**config.mk**
```make
export PLATFORM = sky130hd
export DESIGN_NAME = map_matrix_scanner
export DESIGN_NICKNAME = d
export VERILOG_FILES = /design/src/rtl/map_matrix_scanner_pkg.sv /design/src/rtl/scan_prescaler.sv /design/src/rtl/map_matrix_scanner.sv
export SDC_FILE = /design/constraint.sdc
export NUM_CORES = 1
export LEC_CHECK = 0
export ABC_CLOCK_PERIOD_IN_PS = 2350
export CAP_MARGIN = 10
export CORE_MARGIN = 4
export CORE_UTILIZATION = 50
export CTS_CLUSTER_DIAMETER = 150
export DETAILED_ROUTE_END_ITERATION = 8
export GPL_TIMING_DRIVEN = 0
export PLACE_DENSITY = 0.8
export REMOVE_ABC_BUFFERS = 1
export SKIP_CTS_REPAIR_TIMING = 1
export SYNTH_ARGS = -nofsm -noshare
export SYNTH_HDL_FRONTEND = slang
export SYNTH_SLANG_ARGS = --single-unit
export TNS_END_PERCENT = 20
```
**constraint.sdc**
```tcl
create_clock -name clk -period 2.35 [get_ports clk]
set_clock_uncertainty 0.05 [all_clocks]
set_input_delay 0.47 -clock clk [delete_from_list [all_inputs] [get_ports clk]]
set_output_delay 0.47 -clock clk [all_outputs]
set_load 0.03 [all_outputs]
```
**src/rtl/map_matrix_scanner_pkg.sv**
```systemverilog
// Shared constants, FSM encoding and column helpers for the 5x7 map matrix scanner.
// Column data in a decoded map sits at bit col*7 + (row-1), column a = 0.
package map_matrix_scanner_pkg;

    localparam int NUM_COLS  = 5;
    localparam int NUM_ROWS  = 7;
    localparam int MAP_W     = 35;
    localparam int MAP_COUNT = 5;

    localparam logic [NUM_COLS-1:0] COL_BLANK = 5'b11111;

    typedef enum logic [1:0] {
        ST_OFF  = 2'd0,
        ST_SCAN = 2'd1,
        ST_SWAP = 2'd2
    } scan_state_t;

    function automatic logic code_legal(input logic [2:0] code);
        return code < 3'(MAP_COUNT);
    endfunction

    function automatic logic [NUM_ROWS-1:0] col_slice(input logic [MAP_W-1:0] map,
                                                       input logic [2:0] col);
        case (col)
            3'd0:    return map[6:0];
            3'd1:    return map[13:7];
            3'd2:    return map[20:14];
            3'd3:    return map[27:21];
            default: return map[34:28];
        endcase
    endfunction

    function automatic logic [NUM_COLS-1:0] col_enable_n(input logic [2:0] col);
        return ~(5'b00001 << col);
    endfunction

endpackage

```
**src/rtl/scan_prescaler.sv**
```systemverilog
// Slot timer: counts 0..DIV-1 and flags the last cycle of each slot.
// tick is combinational from the count; clr restarts the count at 0 on the next cycle.
module scan_prescaler #(
    parameter int DIV = 50000
) (
    input  logic clk,
    input  logic rst_n,
    input  logic clr,
    output logic tick
);

    localparam int CW = (DIV > 1) ? $clog2(DIV) : 1;

    logic [CW-1:0] r_cnt;

    assign tick = (r_cnt == CW'(DIV - 1));

    always_ff @(posedge clk or negedge rst_n) begin
        if (!rst_n) begin
            r_cnt <= '0;
        end else if (clr || tick) begin
            r_cnt <= '0;
        end else begin
            r_cnt <= r_cnt + 1'b1;
        end
    end

endmodule

```
**src/rtl/map_matrix_scanner.sv**
```systemverilog
// Multiplexes a decoded 5x7 map onto one active-low column at a time, with a blank slot on map change.
// Optional cursor blink is built when CURSOR_BLINK_EN is defined.
module map_matrix_scanner
    import map_matrix_scanner_pkg::*;
#(
    parameter int CLK_DIV = 50000
`ifdef CURSOR_BLINK_EN
    ,
    parameter int BLINK_FRAMES = 25
`endif
) (
    input  logic                clk,
    input  logic                rst_n,
    input  logic                map_sel_valid,
    input  logic [2:0]          map_sel,
    output logic                map_sel_ready,
    output logic                map_sel_err,
    output logic [2:0]          dec_map_code,
    input  logic [MAP_W-1:0]    dec_map,
    output logic [NUM_COLS-1:0] col_n,
    output logic [NUM_ROWS-1:0] row,
    output logic                frame_start
`ifdef CURSOR_BLINK_EN
    ,
    input  logic                cursor_en,
    input  logic [2:0]          cursor_col,
    input  logic [2:0]          cursor_row
`endif
);

    scan_state_t         r_state, w_state_nxt;
    logic [2:0]          r_code, w_code_nxt;
    logic [2:0]          r_pend, w_pend_nxt;
    logic                r_pend_vld, w_pend_vld_nxt;
    logic                r_ready, w_ready_nxt;
    logic                r_err, w_err_nxt;
    logic [2:0]          r_col, w_col_nxt;
    logic [NUM_COLS-1:0] r_col_n, w_col_n_nxt;
    logic [NUM_ROWS-1:0] r_row, w_row_nxt;
    logic                r_fs, w_fs_nxt;
    logic                w_tick, w_clr, w_xfer, w_legal;
    logic [2:0]          w_load_col;
    logic [NUM_ROWS-1:0] w_slot_row;

    scan_prescaler #(.DIV(CLK_DIV)) u_prescaler (
        .clk  (clk),
        .rst_n(rst_n),
        .clr  (w_clr),
        .tick (w_tick)
    );

    assign w_xfer  = map_sel_valid && r_ready;
    assign w_legal = code_legal(map_sel);
    // Leaving a SWAP slot always restarts at column a.
    assign w_load_col = (r_state == ST_SCAN && r_col != 3'd4) ? r_col + 3'd1 : 3'd0;

`ifdef CURSOR_BLINK_EN
    localparam int BW = (BLINK_FRAMES > 1) ? $clog2(BLINK_FRAMES) : 1;
    logic          r_blink;
    logic [BW-1:0] r_frm;

    always_comb begin
        w_slot_row = col_slice(dec_map, w_load_col);
        if (cursor_en && r_blink && cursor_col == w_load_col && cursor_row != 3'd0) begin
            w_slot_row = w_slot_row ^ (7'd1 << (cursor_row - 3'd1));
        end
    end

    always_ff @(posedge clk or negedge rst_n) begin
        if (!rst_n) begin
            r_blink <= 1'b0;
            r_frm   <= '0;
        end else if (w_fs_nxt) begin
            if (r_frm == BW'(BLINK_FRAMES - 1)) begin
                r_frm   <= '0;
                r_blink <= ~r_blink;
            end else begin
                r_frm <= r_frm + 1'b1;
            end
        end
    end
`else
    assign w_slot_row = col_slice(dec_map, w_load_col);
`endif

    always_comb begin
        w_state_nxt    = r_state;
        w_code_nxt     = r_code;
        w_pend_nxt     = r_pend;
        w_pend_vld_nxt = r_pend_vld;
        w_ready_nxt    = r_ready;
        w_err_nxt      = w_xfer && !w_legal;
        w_col_nxt      = r_col;
        w_col_n_nxt    = r_col_n;
        w_row_nxt      = r_row;
        w_fs_nxt       = 1'b0;
        w_clr          = 1'b0;
        case (r_state)
            ST_OFF: begin
                if (w_xfer && w_legal) begin
                    w_code_nxt  = map_sel;
                    w_state_nxt = ST_SWAP;
                    w_clr       = 1'b1;
                    w_col_nxt   = 3'd0;
                end
            end
            ST_SCAN, ST_SWAP: begin
                // New codes wait for the frame to finish so the old map is never torn.
                if (w_xfer && w_legal) begin
                    w_pend_nxt     = map_sel;
                    w_pend_vld_nxt = 1'b1;
                    w_ready_nxt    = 1'b0;
                end
                if (w_tick) begin
                    if (r_state == ST_SCAN && r_col == 3'd4 && r_pend_vld) begin
                        w_state_nxt    = ST_SWAP;
                        w_code_nxt     = r_pend;
                        w_pend_vld_nxt = 1'b0;
                        w_ready_nxt    = 1'b1;
                        w_col_nxt      = 3'd0;
                        w_col_n_nxt    = COL_BLANK;
                        w_row_nxt      = '0;
                    end else begin
                        w_state_nxt = ST_SCAN;
                        w_col_nxt   = w_load_col;
                        w_col_n_nxt = col_enable_n(w_load_col);
                        w_row_nxt   = w_slot_row;
                        w_fs_nxt    = (w_load_col == 3'd0);
                    end
                end
            end
            default: w_state_nxt = ST_OFF;
        endcase
    end

    always_ff @(posedge clk or negedge rst_n) begin
        if (!rst_n) begin
            r_state <= ST_OFF;
        end else begin
            r_state <= w_state_nxt;
        end
    end

    always_ff @(posedge clk or negedge rst_n) begin
        if (!rst_n) begin
            r_code     <= 3'd0;
            r_pend     <= 3'd0;
            r_pend_vld <= 1'b0;
            r_ready    <= 1'b1;
            r_err      <= 1'b0;
            r_col      <= 3'd0;
            r_col_n    <= COL_BLANK;
            r_row      <= '0;
            r_fs       <= 1'b0;
        end else begin
            r_code     <= w_code_nxt;
            r_pend     <= w_pend_nxt;
            r_pend_vld <= w_pend_vld_nxt;
            r_ready    <= w_ready_nxt;
            r_err      <= w_err_nxt;
            r_col      <= w_col_nxt;
            r_col_n    <= w_col_n_nxt;
            r_row      <= w_row_nxt;
            r_fs       <= w_fs_nxt;
        end
    end

    assign map_sel_ready = r_ready;
    assign map_sel_err   = r_err;
    assign dec_map_code  = r_code;
    assign col_n         = r_col_n;
    assign row           = r_row;
    assign frame_start   = r_fs;

endmodule

```
Word level (Yosys, flattened, before mapping)
Cells that the tools add are included.
{ "word_totals": {"ff_bits": 43, "input_bits": 41} }
{ "op_classes": {"n_addsub": 2, "order_cmp": 1, "n_eq_ne": 11, "shift": 1, "mux": 28, "n_bitwise": 1, "n_reduce_logical": 17} }
{ "ops": {"columns": ["op", "n"], "rows": [
  ["one-hot mux 7 bit (4 select lines)", 1],
  ["2-to-1 mux 3 bit", 7],
  ["adder 16 x 1 -> 16 bit (second input constant)", 1],
  ["equality test 16 bit (second input constant)", 1],
  ["2-to-1 mux 16 bit", 1],
  ["one-hot mux 3 bit (2 select lines)", 2],
  ["2-to-1 mux 1 bit", 11],
  ["2-to-1 mux 7 bit", 1],
  ["equality test 3 x 2 -> 1 bit (second input constant)", 2],
  ["logical AND 1 bit", 6],
  ["2-to-1 mux 2 bit", 3],
  ["AND reduction 2 bit", 3],
  ["2-to-1 mux 5 bit", 1],
  ["inverter 5 bit", 1],
  ["<< shifter 1 x 3 -> 5 bit (first input constant)", 1],
  ["inequality test 2 bit (second input constant)", 2],
  ["one-hot mux 2 bit (2 select lines)", 1],
  ["AND reduction 4 bit", 1],
  ["adder 3 x 1 -> 3 bit (second input constant)", 1],
  ["equality test 3 x 1 -> 1 bit (second input constant)", 1],
  ["equality test 3 bit (second input constant)", 1],
  ["logical NOT 3 bit", 1],
  ["less-than comparator 3 bit (second input constant)", 1],
  ["inequality test 3 bit (second input constant)", 1],
  ["9 further kinds", 9]
]} }

Longest topological paths before layout
{ "logic_depth": {"depth_word": 7, "mapped_depth": 8} }

By module
From an unflattened synthesis, not the netlist that was laid out.
{ "hier_totals": {"cells_unflattened": 255, "hier_area_um2": 2469.9} }
{ "by_module_without_submodules": {"columns": ["mod", "n_inst", "cells_each", "area_each_um2", "seq_area_each_um2"], "rows": [
  ["map_matrix_scanner", 1, 175, 1677.9, 683.2],
  ["scan_prescaler", 1, 80, 792.0, 400.4]
]} }

Least setup slack after synthesis
No wires, ideal clock.
{ "synth_timing": {"path_kind": "flip-flop to flip-flop", "startpoint": "register r_col[0]", "endpoint": "register r_row[1], in the netlist row[1]", "t_arrival_ns": 1.842, "t_required_ns": 2.221, "slack_ns": 0.380, "path_stages_with_launch": 8, "period_less_slack_ns": 1.970, "path_cell_list": "dfrtp_1 ha_1 clkbuf_1 nor2b_1 nor3_1 o2bb2ai_1 a221oi_1 a21oi_1"} }
{ "synth_via": {"elab_chain_len": 6, "elab_cells_between_ends": 13, "cone_classes": "1 x add/sub; 5 x eq/ne; 3 x mux; 4 x reduce/logical"} }
{ "synth_rtl": {"columns": ["item", "line_no", "text"], "rows": [
  ["start, declared", "map_matrix_scanner.sv:37", "logic [2:0] r_col, w_col_nxt;"],
  ["start signal, assigned", "map_matrix_scanner.sv:161", "r_col <= w_col_nxt;"],
  ["parallel branches: the longest is 5 deep, another holds adder 3 x 1 -> 3 bit", null, null],
  ["2-to-1 mux 7 bit (*)", "map_matrix_scanner.sv:115", "if (r_state == ST_SCAN && r_col == 3'd4 && r_pend_vld) begin"],
  ["end signal, assigned", "map_matrix_scanner.sv:163", "r_row <= w_row_nxt;"],
  ["end, declared", "map_matrix_scanner.sv:39", "logic [NUM_ROWS-1:0] r_row, w_row_nxt;"]
]} }
Mark *: on every way between the ends.
A chain may end at the register's enable or synchronous reset.

Worst setup path after layout
{ "layout_timing": {"startpoint": "input port map_sel[1]", "endpoint": "register r_code[1], in the netlist dec_map_code[1]"} }
{ "layout_via": {"elab_chain_len": 4, "elab_cells_between_ends": 6, "cone_classes": "1 x order compare; 1 x eq/ne; 2 x mux; 2 x reduce/logical"} }
{ "layout_rtl": {"columns": ["item", "line_no", "text"], "rows": [
  ["start, declared", "map_matrix_scanner.sv:15", "input logic [2:0] map_sel,"],
  ["less-than comparator 3 bit", "map_matrix_scanner_pkg.sv:19", "return code < 3'(MAP_COUNT);"],
  ["logical AND 1 bit", "map_matrix_scanner.sv:100", "if (w_xfer && w_legal) begin"],
  ["inequality test 2 bit (no source line)", null, null],
  ["AND reduction 4 bit (no source line)", null, null],
  ["end signal, assigned", "map_matrix_scanner.sv:156", "r_code <= w_code_nxt;"],
  ["end, declared", "map_matrix_scanner.sv:32", "logic [2:0] r_code, w_code_nxt;"]
]} }
Parallel ways exist; a longest one is shown, timed or not. The select of a mux whose other input is x is not followed.

==> results_dict.tcl <==
set metrics [dict create \
    run_status "finished, final reports clean" \
    gpl.final_weighted_congestion 0.8199 \
    min_cycle_time_layout_ns 2.185 \
    wl_met1_um 2740 \
    power.net_switching_w 0.0002903 \
    post-layout-total-power_w 0.001313 \
    start_util_pct 52.16 \
    cts_buffer_depth 2 \
    slowest_delay_ns 0.44 \
    yosys_register_bits 43 \
    htree_num_levels 2 \
    post_drt_via_cell_ratio 5.483 \
    final.fill_count 362 \
    timing_worst_slew_pin_value_ns 0.6077 \
    num-nets-final 362 \
    cts-buffers-inserted 5 \
    async_flop_share_pct 100.0 \
    final_setup_violation_count 0 \
    via_count_of_the_first_global_routing_pass 1930 \
    post-synth-top-area-fraction_pct 37.34 \
    timing_max_transition_violations_final 0 \
    timing_worst_setup_path_type "input port to flip-flop" \
    pwr-share-seq_pct 56.3 \
    vdd.ir_drop.worst_mv 0.3314 \
    floorplan.core_area_um2 4755 \
    synthCells 256 \
    dp.final_hpwl_um 4317 \
    cap_viol_max_count 0 \
    area_growth_pct 32.29 \
    intPower_w 0.001023 \
    syn-cell-area_um2 2480 \
    clock-sinks 43 \
    synth.distinct_cells 42 \
    ant_nets 0 \
    register_area_um2 1084 \
    clkLatencyLatePin_ns 0.30 \
    leakage_nw 1.352 \
    rsz0062_at_grt "no" \
    cts_clock_pin_slew_for_the_worst_setup_and_hold_paths_ns 0.08 \
    timing.critical_path.buf_inv 1 \
    pwr-share-comb_pct 8.8 \
    largest_net_degree_at_the_start_of_global_routing 36 \
    power_switching_share_pct 22.10 \
    post_drt_wl_per_cell_um 15.16 \
    clk_root_buffer_cell "clkbuf_8" \
    grt.overflow.total 0 \
    routed.top_layer "met4" \
    number_of_antenna_violations_at_the_first_check_in_global_routing 0 \
    floorplan.die.width_um 78.43 \
    worst-endpoint-required_ns 2.49 \
    postSynthAreaPerCell_um2 9.687 \
    worst_setup_path_start_kind "input port" \
    max_clock_freq_mhz 457.7 \
    clockPowerShare_pct 34.9 \
    synth_top_cell_by_area "dfrtp_1" \
    grt_pass1_wl_um 9308 \
    place_ws_ns -0.2502 \
    top_level_ports 59 \
    die_area_um2 6150 \
    largest_cells_by_area_after_synthesis "dfrtp_1 (37%), dfstp_2 (6.4%), a21oi_1 (5.0%)" \
    drtPass1Iterations 4 \
    multi_input_comb_area_um2 1393 \
    portBuffers 58 \
    holdCritPathClass "flip-flop to flip-flop" \
    worstSetupEndpointType "flip-flop" \
    synth-edff-count 0 \
    r2r_setup_slk_ns 0.16 \
    routed-wl-met2_um 2813 \
    grt_use_total_pct 18.80 \
    placement_rows 25 \
    p_per_area_nw_per_um2 400.4 \
    cp.arrival_ns 2.32 \
    fp.dieH_um 78.43 \
    worst_slack_ns 0.1650 \
    cts_tree "done" \
    path_cells "clkdlybuf4s50_1 -> o21ai_1 -> a31oi_1 -> a21o_4 -> nor3b_4 -> mux2_4" \
    antennaDiodeCount 0 \
    drive_gt1_share_pct 16.14 \
    max-slew-margin-rel_pct 59.26 \
    dominantRegCellSynth "dfrtp_1" \
    drc 0 \
    drt-total-wl_um 5805 \
    vias 2100 \
    seq_area_frac_synth_pct 43.69 \
    hold_viol 0 \
    path_max_fanout 7 \
    synth_warnings 0 \
    slowest_stage "clkdlybuf4s50_1" \
    wl_met3_um 180 \
    detailedRoute.firstIterationViolations 148 \
    fin_crit_sh_pct 92.98 \
    critical_path.top_delay_family "compound AO/OA/AOI/OAI gates" \
]
cell families after synthesis:
logic type	synth area share [%]
adder cells (fa/ha/maj)	3.027
buffers and inverters	2.523
XOR/XNOR	4.944
flip-flops	43.69
AND/OR/NAND/NOR	22.00
multiplexers	4.541
AO/OA/AOI/OAI	19.27
through the flow:
stage / setup TNS [ns] / hold slack, ns / instances / utilization (%) / cell area, µm²
CTS: -1.449 / -0.02989 / 382 / 67.55 / 3212
detailed placement: -2.088 / 0.2876 / 374 / 65.76 / 3127
global route: 0 / 0.4714 / 383 / 69.00 / 3281
finish: 0 / 0.4429 / 383 / 69.00 / 3281
global placement: -11.92 / 0.4232 / 373 / 65.45 / 3112
floorplan: 0 / 0.1244 / 248 / - / 2447
power by group through the flow:
stage / registers (W) / logic, W / clock network [W]
2_1_floorplan: 0.000754 / 0.0000214 / 0
3_3_place_gp: 0.000754 / 0.000109 / 0
3_5_place_dp: 0.000754 / 0.000113 / 0
4_1_cts: 0.000740 / 0.000114 / 0.000468
5_1_grt: 0.000740 / 0.000124 / 0.000494
6_report: 0.000740 / 0.000115 / 0.000459
final cells by class:
type | count | share of cell area [%]
Clock buffer | 6 | 2.212
Clock inverter | 2 | 0.3814
Inverter | 8 | 0.9153
Multi-Input combinational cell | 197 | 42.45
Sequential cell | 43 | 33.03
Tap cell | 67 | 2.555
Timing Repair Buffer | 60 | 18.46
cells in the mapped netlist, drive strengths merged, types with 3 or more instances:
cell type  instances
a21oi             25
a221oi             7
a22oi             14
and3               5
clkbuf             6
dfrtp             37
dfstp              6
ha                 6
inv                8
mux2               9
nand2             15
nand2b            10
nand3              5
nand4              6
nor2              32
nor2b              3
nor3               5
o21ai              7
o2bb2ai            7
o31ai              3
or2                8
xnor2              4
xor2              10
sequential cells by signal, summed over array words and instances (netlist names):
register,flops
r_pend_vld,1
r_pend,3
frame_start,1
col_n,5
r_col,3
r_state,2
map_sel_err,1
map_sel_ready,1
row,7
dec_map_code,3
u_prescaler.r_cnt,16
metal layers:
layer  vias up  GRT usage, %
met3         6         3.784
met5         -             0
met4         0         4.895
met2        35         29.11
li1       1044             -
met1      1015         26.95
path summary, 6_finish.rpt:
path / start / end / cells after the start
max in group asynchronous: rst_n / col_n[0]$_DFFE_PN1P_ / 3
worst max register to register: r_col[0]$_DFFE_PN0P_ / dec_map_code[1]$_DFFE_PN0P_ / 6
worst min register to register: col_n[4]$_DFFE_PN1P_ / col_n[4]$_DFFE_PN1P_ / 2
min in group asynchronous: rst_n / r_pend[1]$_DFFE_PN0P_ / 2
worst max-delay path: map_sel[1] / dec_map_code[1]$_DFFE_PN0P_ / 6
worst min-delay path: col_n[4]$_DFFE_PN1P_ / col_n[4]$_DFFE_PN1P_ / 2
placed cells by master (no fill, tap or decap), types with 5 or more instances in the layout:
master / count
or2_2: 8
nand4_1: 5
a22oi_1: 14
nor2_1: 32
dfrtp_1: 37
o2bb2ai_1: 7
a21oi_1: 25
a221oi_1: 6
clkdlybuf4s50_1: 57
nand2_1: 14
mux2_2: 6
xor2_1: 10
nand3_1: 5
dfstp_2: 6
nand2b_1: 10
inv_1: 8
clkbuf_8: 5
worst reg2reg max path, cell delays in order, from the launching register on:
cell	delay (ns)
dfrtp_1	0.47
inv_1	0.13
ha_2	0.32
nand4_1	0.22
nand2_2	0.21
nor3b_4	0.34
mux2_4	0.33
Note: power is estimated with default switching activity, not from simulation.
